$ cat src/rtl/obstacle_wave_if.sv
// Bundle between the game logic (master) and the obstacle wave controller (slave).
interface obstacle_wave_if #(
   parameter int SCORE_W = 8
);
   logic               tick;
   logic               start;
   logic               wave_done;
   logic               in_zone;
   logic [1:0]         car_lane;
   logic [3:0]         lane_en;
   logic [1:0]         lives;
   logic [SCORE_W-1:0] score;
   logic               hit;
   logic               invul;
   logic               game_over;

   modport master (
      output tick, start, wave_done, in_zone, car_lane,
      input  lane_en, lives, score, hit, invul, game_over
   );

   modport slave (
      input  tick, start, wave_done, in_zone, car_lane,
      output lane_en, lives, score, hit, invul, game_over
   );
endinterface

$ cat src/rtl/obstacle_wave_ctrl.sv
// Obstacle wave controller: loads pseudo-random lane patterns on every wave
// wrap, detects car hits, and tracks lives, score and IDLE/RUN/HIT/OVER state.
module obstacle_wave_ctrl #(
   parameter int         LIVES       = 3,
   parameter int         SCORE_W     = 8,
   parameter int         INVUL_TICKS = 16,
   parameter logic [7:0] LFSR_SEED   = 8'hA5
) (
   input  logic             clk,
   input  logic             reset,
   obstacle_wave_if.slave   bus
);

   localparam int CNT_W = $clog2(INVUL_TICKS + 1);

   typedef enum logic [1:0] {S_IDLE, S_RUN, S_HIT, S_OVER} state_t;

   state_t             state_q, state_d;
   logic [7:0]         lfsr_q;
   logic               start_prev_q, wave_prev_q;
   logic [3:0]         lane_en_q, lane_en_d;
   logic [1:0]         lives_q, lives_d;
   logic [SCORE_W-1:0] score_q, score_d, score_sat;
   logic               hit_q, hit_d;
   logic               hit_this_wave_q, hit_this_wave_d;
   logic [CNT_W-1:0]   invul_cnt_q, invul_cnt_d;
   logic               start_rise, wave_rise, hit_cond;
   logic [3:0]         pattern;

   // Guarantees 1..3 lanes open: an all-closed or all-open draw is patched
   // at the lane chosen by bits [5:4].
   function automatic logic [3:0] pattern_of(input logic [7:0] s);
      logic [3:0] p;
      p = s[3:0];
      if (s[3:0] == 4'hF)      p[s[5:4]] = 1'b0;
      else if (s[3:0] == 4'h0) p[s[5:4]] = 1'b1;
      return p;
   endfunction

   assign start_rise = bus.start & ~start_prev_q;
   assign wave_rise  = bus.wave_done & ~wave_prev_q;
   assign pattern    = pattern_of(lfsr_q);
   assign hit_cond   = bus.in_zone & lane_en_q[bus.car_lane] & ~hit_this_wave_q;
   assign score_sat  = (score_q == '1) ? score_q : score_q + SCORE_W'(1);

   // Free-running LFSR and input edge registers; never gated by game state.
   // NOTE: sequential state uses non-blocking (<=) so every register samples pre-edge values.
   always_ff @(posedge clk) begin
      if (!reset) begin
         lfsr_q       <= LFSR_SEED;
         start_prev_q <= 1'b0;
         wave_prev_q  <= 1'b0;
      end else begin
         lfsr_q       <= {lfsr_q[6:0], lfsr_q[7] ^ lfsr_q[5] ^ lfsr_q[4] ^ lfsr_q[3]};
         start_prev_q <= bus.start;
         wave_prev_q  <= bus.wave_done;
      end
   end

   // Game state and registered outputs.
   always_ff @(posedge clk) begin
      if (!reset) begin
         state_q         <= S_IDLE;
         lane_en_q       <= 4'h0;
         lives_q         <= 2'(LIVES);
         score_q         <= '0;
         hit_q           <= 1'b0;
         hit_this_wave_q <= 1'b0;
         invul_cnt_q     <= '0;
      end else begin
         state_q         <= state_d;
         lane_en_q       <= lane_en_d;
         lives_q         <= lives_d;
         score_q         <= score_d;
         hit_q           <= hit_d;
         hit_this_wave_q <= hit_this_wave_d;
         invul_cnt_q     <= invul_cnt_d;
      end
   end

   // Next-state and next-output decode.
   // NOTE: every variable gets a default first so no path can infer a latch.
   always_comb begin
      state_d         = state_q;
      lane_en_d       = lane_en_q;
      lives_d         = lives_q;
      score_d         = score_q;
      hit_d           = 1'b0;
      hit_this_wave_d = hit_this_wave_q;
      invul_cnt_d     = invul_cnt_q;

      case (state_q)
         S_IDLE: begin
            lane_en_d = 4'h0;
            if (start_rise) begin
               state_d         = S_RUN;
               lives_d         = 2'(LIVES);
               score_d         = '0;
               hit_this_wave_d = 1'b0;
               lane_en_d       = pattern;
            end
         end

         S_RUN: begin
            if (hit_cond) begin
               hit_d           = 1'b1;
               lives_d         = lives_q - 2'd1;
               hit_this_wave_d = 1'b1;
               if (lives_q == 2'd1) begin
                  // Last life: any simultaneous wave update is dropped.
                  state_d   = S_OVER;
                  lane_en_d = 4'h0;
               end else begin
                  state_d     = S_HIT;
                  invul_cnt_d = CNT_W'(INVUL_TICKS);
                  if (wave_rise) begin
                     hit_this_wave_d = 1'b0;
                     lane_en_d       = pattern;
                  end
               end
            end else if (wave_rise) begin
               if (!hit_this_wave_q) score_d = score_sat;
               hit_this_wave_d = 1'b0;
               lane_en_d       = pattern;
            end
         end

         S_HIT: begin
            if (bus.tick) begin
               if (invul_cnt_q <= CNT_W'(1)) begin
                  invul_cnt_d = '0;
                  state_d     = S_RUN;
               end else begin
                  invul_cnt_d = invul_cnt_q - CNT_W'(1);
               end
            end
            if (wave_rise) begin
               if (!hit_this_wave_q) score_d = score_sat;
               hit_this_wave_d = 1'b0;
               lane_en_d       = pattern;
            end
         end

         S_OVER: begin
            lane_en_d = 4'h0;
            if (start_rise) state_d = S_IDLE;
         end

         default: state_d = S_IDLE;
      endcase
   end

   assign bus.lane_en   = lane_en_q;
   assign bus.lives     = lives_q;
   assign bus.score     = score_q;
   assign bus.hit       = hit_q;
   assign bus.invul     = (state_q == S_HIT);
   assign bus.game_over = (state_q == S_OVER);

endmodule

$ cat src/flat_wrapper.sv
// flat-port wrapper written by rule: the top's interface ports become plain ports
module obstacle_wave_ctrl_flat 
#(
   parameter int         LIVES       = 3,
   parameter int         SCORE_W     = 8,
   parameter int         INVUL_TICKS = 16,
   parameter logic [7:0] LFSR_SEED   = 8'hA5
)
  (clk, reset, bus_tick, bus_start, bus_wave_done, bus_in_zone, bus_car_lane, bus_lane_en, bus_lives, bus_score, bus_hit, bus_invul, bus_game_over);
  obstacle_wave_if #(.SCORE_W(SCORE_W)) bus_i ();
  input  logic clk;
  input  logic reset;
  input wire logic [$bits(bus_i.tick)-1:0] bus_tick;
  input wire logic [$bits(bus_i.start)-1:0] bus_start;
  input wire logic [$bits(bus_i.wave_done)-1:0] bus_wave_done;
  input wire logic [$bits(bus_i.in_zone)-1:0] bus_in_zone;
  input wire logic [$bits(bus_i.car_lane)-1:0] bus_car_lane;
  output wire logic [$bits(bus_i.lane_en)-1:0] bus_lane_en;
  output wire logic [$bits(bus_i.lives)-1:0] bus_lives;
  output wire logic [$bits(bus_i.score)-1:0] bus_score;
  output wire logic [$bits(bus_i.hit)-1:0] bus_hit;
  output wire logic [$bits(bus_i.invul)-1:0] bus_invul;
  output wire logic [$bits(bus_i.game_over)-1:0] bus_game_over;
  assign bus_i.tick = bus_tick;
  assign bus_i.start = bus_start;
  assign bus_i.wave_done = bus_wave_done;
  assign bus_i.in_zone = bus_in_zone;
  assign bus_i.car_lane = bus_car_lane;
  assign bus_lane_en = bus_i.lane_en;
  assign bus_lives = bus_i.lives;
  assign bus_score = bus_i.score;
  assign bus_hit = bus_i.hit;
  assign bus_invul = bus_i.invul;
  assign bus_game_over = bus_i.game_over;
  obstacle_wave_ctrl #(.LIVES(LIVES), .SCORE_W(SCORE_W), .INVUL_TICKS(INVUL_TICKS), .LFSR_SEED(LFSR_SEED)) u_core (.clk(clk), .reset(reset), .bus(bus_i));
endmodule
$ cat config.mk
export PLATFORM = sky130hd
export DESIGN_NAME = obstacle_wave_ctrl_flat
export DESIGN_NICKNAME = d
export VERILOG_FILES = /design/src/rtl/obstacle_wave_if.sv /design/src/rtl/obstacle_wave_ctrl.sv /design/src/flat_wrapper.sv
export SDC_FILE = /design/constraint.sdc
export NUM_CORES = 1
export LEC_CHECK = 0
export ABC_AREA = 1
export CELL_PAD_IN_SITES_DETAIL_PLACEMENT = 0
export CELL_PAD_IN_SITES_GLOBAL_PLACEMENT = 1
export CORE_UTILIZATION = 35
export CTS_BUF_LIST = sky130_fd_sc_hd__clkbuf_16
export DETAILED_ROUTE_END_ITERATION = 12
export GPL_TIMING_DRIVEN = 1
export HOLD_SLACK_MARGIN = 0.12
export PLACE_DENSITY_LB_ADDON = 0.1
export RECOVER_POWER = 50
export SETUP_SLACK_MARGIN = 0.05
export SLEW_MARGIN = 20
export SYNTH_ARGS = -nofsm -noshare
export SYNTH_HDL_FRONTEND = slang
export SYNTH_SLANG_ARGS = --single-unit
$ cat constraint.sdc
create_clock -name clk -period 1.9 [get_ports clk]
set_input_delay 0.38 -clock clk [delete_from_list [all_inputs] [get_ports clk]]
set_output_delay 0.38 -clock clk [all_outputs]
set_load 0.01 [all_outputs]
* After elaboration in Yosys (flattened, before gate mapping)
Index checks and enable logic that the tools add are counted.
Storage, ports and cells: register bits after elaboration 33, bits of input ports 8, output and inout bits 17
Operators by class: $add $sub $neg 3, order comparisons 4, equal/unequal tests 13, muxes and demuxes 39, bitwise operators 13, reductions and logical operators 12
Operators by type and width (number):
- 8-bit 2-to-1 mux | 5
- 4-bit 2-to-1 mux | 6
- 8-bit case mux with 3 select lines | 1
- 5-bit 2-to-1 mux | 4
- 4-bit case mux with 4 select lines | 1
- 2-bit 2-to-1 mux | 7
- 5-bit case mux with 2 select lines | 1
- 1-bit 2-to-1 mux | 9
- 8-bit by 1-bit adder with 8-bit output (second input constant) | 1
- 8-bit equality test (second input constant) | 1
- 2-bit by 1-bit inequality test with 1-bit output (second input constant) | 4
- 2-bit case mux with 4 select lines | 1
- 2-bit by 3-bit less-than comparator with 1-bit output (second input constant) | 2
- 2-bit inequality test (second input constant) | 3
- 3-bit AND reduction | 2
- 5-bit by 1-bit <= comparator with 1-bit output (second input constant) | 1
- 5-bit AND reduction | 1
- 5-bit by 1-bit subtractor with 5-bit output (second input constant) | 1
- 1-bit AND | 4
- 4-bit AND | 1
- 2-bit by 1-bit equality test with 1-bit output (second input constant) | 2
- 2-bit equality test (second input constant) | 2
- 4-bit equality test (second input constant) | 1
- 4-bit zero test | 1
- 16 further kinds | 22

* Depth between registers and ports, before layout
depth after elaboration 11, mapped depth 11, gate-level depth less buffers 10

* Least setup slack after synthesis
Ideal clock, no wire load.
kind reg2reg, from reg u_core.state_q[1], to reg u_core.invul_cnt_q[1], setup time 118 ps, data arrival time 1385 ps, data required time 1782 ps, setup slack 397 ps, cell stages (with the launch flop) 12, buffers on the path 1, path through dfxtp_1 inv_1 ha_1 buf_4 nand2_1 inv_2 nor3_2 nand2_2 inv_2 nand2_1 o21ai_1 nor2_1
On the way: cells in the longest elaborated chain, start to end 3, elaborated cells between the ends (all ways) 8, those cells by class eq/ne (5); mux (1); reduce/logical (2)
Ends and longest elaborated chain:
- from (decl) | RTL line obstacle_wave_ctrl.sv:18 | state_t state_q, state_d;
- from (signal assigned) | RTL line obstacle_wave_ctrl.sv:71 | state_q <= state_d;
- 2-bit by 1-bit equality test with 1-bit output or 2-bit equality test (tied branches) | RTL line obstacle_wave_ctrl.sv:92 | case (state_q)
- 2-bit by 1-bit inequality test with 1-bit output (no line), or another cell as far along
- 4-bit AND reduction (no line)
- to (signal assigned) | RTL line obstacle_wave_ctrl.sv:77 | invul_cnt_q <= invul_cnt_d;
- to (decl) | RTL line obstacle_wave_ctrl.sv:26 | logic [CNT_W-1:0] invul_cnt_q, invul_cnt_d;
Parallel ways exist; a longest one is shown, timed or not. A chain may end at the register's enable or synchronous reset.

* Worst setup path in the final report
from reg u_core.state_q[0], to out bus_game_over
On the way: cells in the longest elaborated chain, start to end 1
Ends and longest elaborated chain:
- 2-bit equality test | RTL line obstacle_wave_ctrl.sv:158 | assign bus.game_over = (state_q == S_OVER);
- to (decl) | RTL line flat_wrapper.sv:23 | output wire logic [$bits(bus_i.game_over)-1:0] bus_game_over;
No other way between the ends.

==> results.yml <==
synthesis:
  seq_area_frac_synth_pct: 34.1
  syn-cell-area_um2: 1940
  syn_nets: 297
  yosysUniqueCellTypes: 32
  async_flop_share_pct: 0
  yosys_warnings: 0
  synth-seq-cells: 33
  synth-edff-count: 0
  synthFlopType: "dfxtp_1"
  syn_avg_cell_area_um2: 6.95
  synthCells: 279
routing:
  drtAntennaViolNets: 0
  dr.pass1.iters: 4
  drcViolationCount: 0
  vias_per_cell: 4.59
  drt_iter0_drc: 92
  num_vias: 1764
  routedWlPerCell_um: 11.3
  wl_um: 4320
power:
  power_density_nw_per_um2: 1360
  power_mw: 3.32
  p_leak_nw: 1.09
  ir_drop_v: 0.000737
clocking:
  clkTransAtPathRegs_ps: 50
  cts.sinks: 33
  cts-root-buf: "clkbuf_16"
  cts_tree: "done"
  numCtsBuffers: 5
  postCtsSetupBuffers: 0
  h-tree-depth: 2
  cts_buffer_depth: 2
  clk_latency_ps: 280
cells_and_area:
  seq_area_um2: 663
  area_delta_synth_final_pct: 25.8
  layout_commonest_cell: "nand2_1"
  most-common-layout-cells: "nand2_1, inv_1, dfxtp_1, nor2_1, clkdlybuf4s50_1"
  multi_input_area_um2: 1110
  fill_cells: 555
  drive_above_1_share_pct: 13.1
  antennaDiodeCount: 0
  num-nets-final: 331
sta:
  min_period_ps: 1780
  tns_ps: 0
  slew_viol_final: 0
  maxSlewHeadroom_pct: 48.2
  fmax_ghz: 0.563
  skew_ps: 2.56
  setup_violations: 0
  hold_viol: 0
  tightest_slew_ps: 777
  rsz0062_at_grt: "false"
  min_period_over_period_pct: 93.5
  worst_slack_ps: 124
die:
  die_y_um: 76.4
  rows: 26
  dieArea_um2: 5840
  initial_core_util_pct: 37.0
  ios: 25
  coreArea_um2: 5240
  die_w_um: 76.4
critical_path:
  critPathMaxFanout: 6
  setup.worst_path.end_class: "output port"
  cp.required_ps: 1520
  r2r_cells: 9
  cp_data_arrival_time_ps: 1400
  crit_type: "register to output port"
  worst_setup_path_start_kind: "register"
worst_hold_path:
  holdPathStages: 1
  min_path_type: "register to register"
placed_design:
  io_buffers: 24
  gp_congestion: 0.787
  place_worst_setup_slack_ps: 53.0
  hpwl_um: 3240
global_route:
  overflow: 0
  grt_max_degree: 16
  grt_pass1_wl_um: 7510
  first_global_vias: 1607
  grt_usage_pct: 16.1
  antenna_found_initial: 0
status:
  status: "finished, final reports clean"
run:
  cap_viol_max_count: 0
[metal layers]
metal / wire length, µm / GRT usage [%] / vias to the layer above
met2: 1830 / 24.5 / 26
li1: - / - / 964
met5: 0 / 0 / -
met4: 55 / 5.77 / 0
met3: 120 / 3.35 / 4
met1: 2310 / 22.1 / 770
[final timing paths]
kind	from	to	slack, ps
worst max register to register	u_core.state_q[0]$_SDFFE_PN0P_	u_core.invul_cnt_q[3]$_SDFFE_PN0P_	310
worst min-delay path	u_core.lfsr_q[6]$_SDFF_PN0_	u_core.lfsr_q[7]$_SDFF_PN1_	410
worst min register to register	u_core.lfsr_q[6]$_SDFF_PN0_	u_core.lfsr_q[7]$_SDFF_PN1_	410
worst max-delay path	u_core.state_q[0]$_SDFFE_PN0P_	bus_game_over	120
[where the power goes]
| group | switching, mW | internal (mW) |
|---|---|---|
| logic | 0.967 | 0.633 |
| clock network | 0.290 | 0.475 |
| registers | 0.123 | 0.830 |
| total | 1.38 | 1.94 |
[registers in the layout (all words and copies together), names as in the netlist]
signal	flops
u_core.invul_cnt_q	5
u_core.bus.lane_en	4
u_core.bus.lives	2
u_core.lfsr_q	8
u_core.state_q	2
u_core.start_prev_q	1
u_core.wave_prev_q	1
u_core.hit_this_wave_q	1
u_core.bus.hit	1
u_core.bus.score	8
[what timing repair did]
item / 4_1_cts / 5_1_grt
endpoints found under the setup margin: 2 / 7
resized for setup: 2 / 3
hold buffers: 0 / 0
hold endpoints to repair: 0 / 0
[worst max-delay path: stages, from the launching register on]
cell             delay (ps)
dfxtp_2                 380
ha_2                    210
clkdlybuf4s50_1         530
[synth_stat cells, types with 4 or more instances]
cell | number | area (µm²)
nand3_1 | 9 | 45.0
o21ai_0 | 11 | 55.1
nand2_2 | 4 | 25.0
inv_2 | 6 | 22.5
nand2_1 | 78 | 293
ha_1 | 10 | 125
nor2_1 | 30 | 113
nand4_1 | 12 | 75.1
dfxtp_1 | 33 | 661
inv_1 | 33 | 124
a21oi_1 | 14 | 70.1
[layout make-up]
type	count	share of cell area, %
multi-input cells	204	45.7
flip-flops and latches	33	27.2
repair buffers	30	11.8
inverters	39	6.00
clock buffers	5	5.13
well taps	70	3.59
clock inverters	3	0.564
[stage by stage]
stage | utilization [%] | area [µm²] | hold WS, ps | instances
2_1_floorplan | - | 1940 | 393 | 279
3_3_place_gp | 44.1 | 2310 | 404 | 376
3_5_place_dp | 44.1 | 2310 | 402 | 376
4_1_cts | 46.8 | 2450 | 415 | 384
5_1_grt | 46.6 | 2440 | 454 | 384
6_report | 46.6 | 2440 | 412 | 384
[logic make-up (layout without fill, tap and decap cells)]
| group | after synthesis | count (layout) | share of synthesized area [%] |
|---|---|---|---|
| simple gates | 151 | 151 | 37.4 |
| buf+inv | 42 | 77 | 8.32 |
| compound gates | 38 | 38 | 11.5 |
| flops | 33 | 33 | 34.1 |
| fa+ha+maj | 10 | 10 | 6.45 |
| xor+xnor | 5 | 5 | 2.26 |
Note: power is estimated with default switching activity, not from simulation.
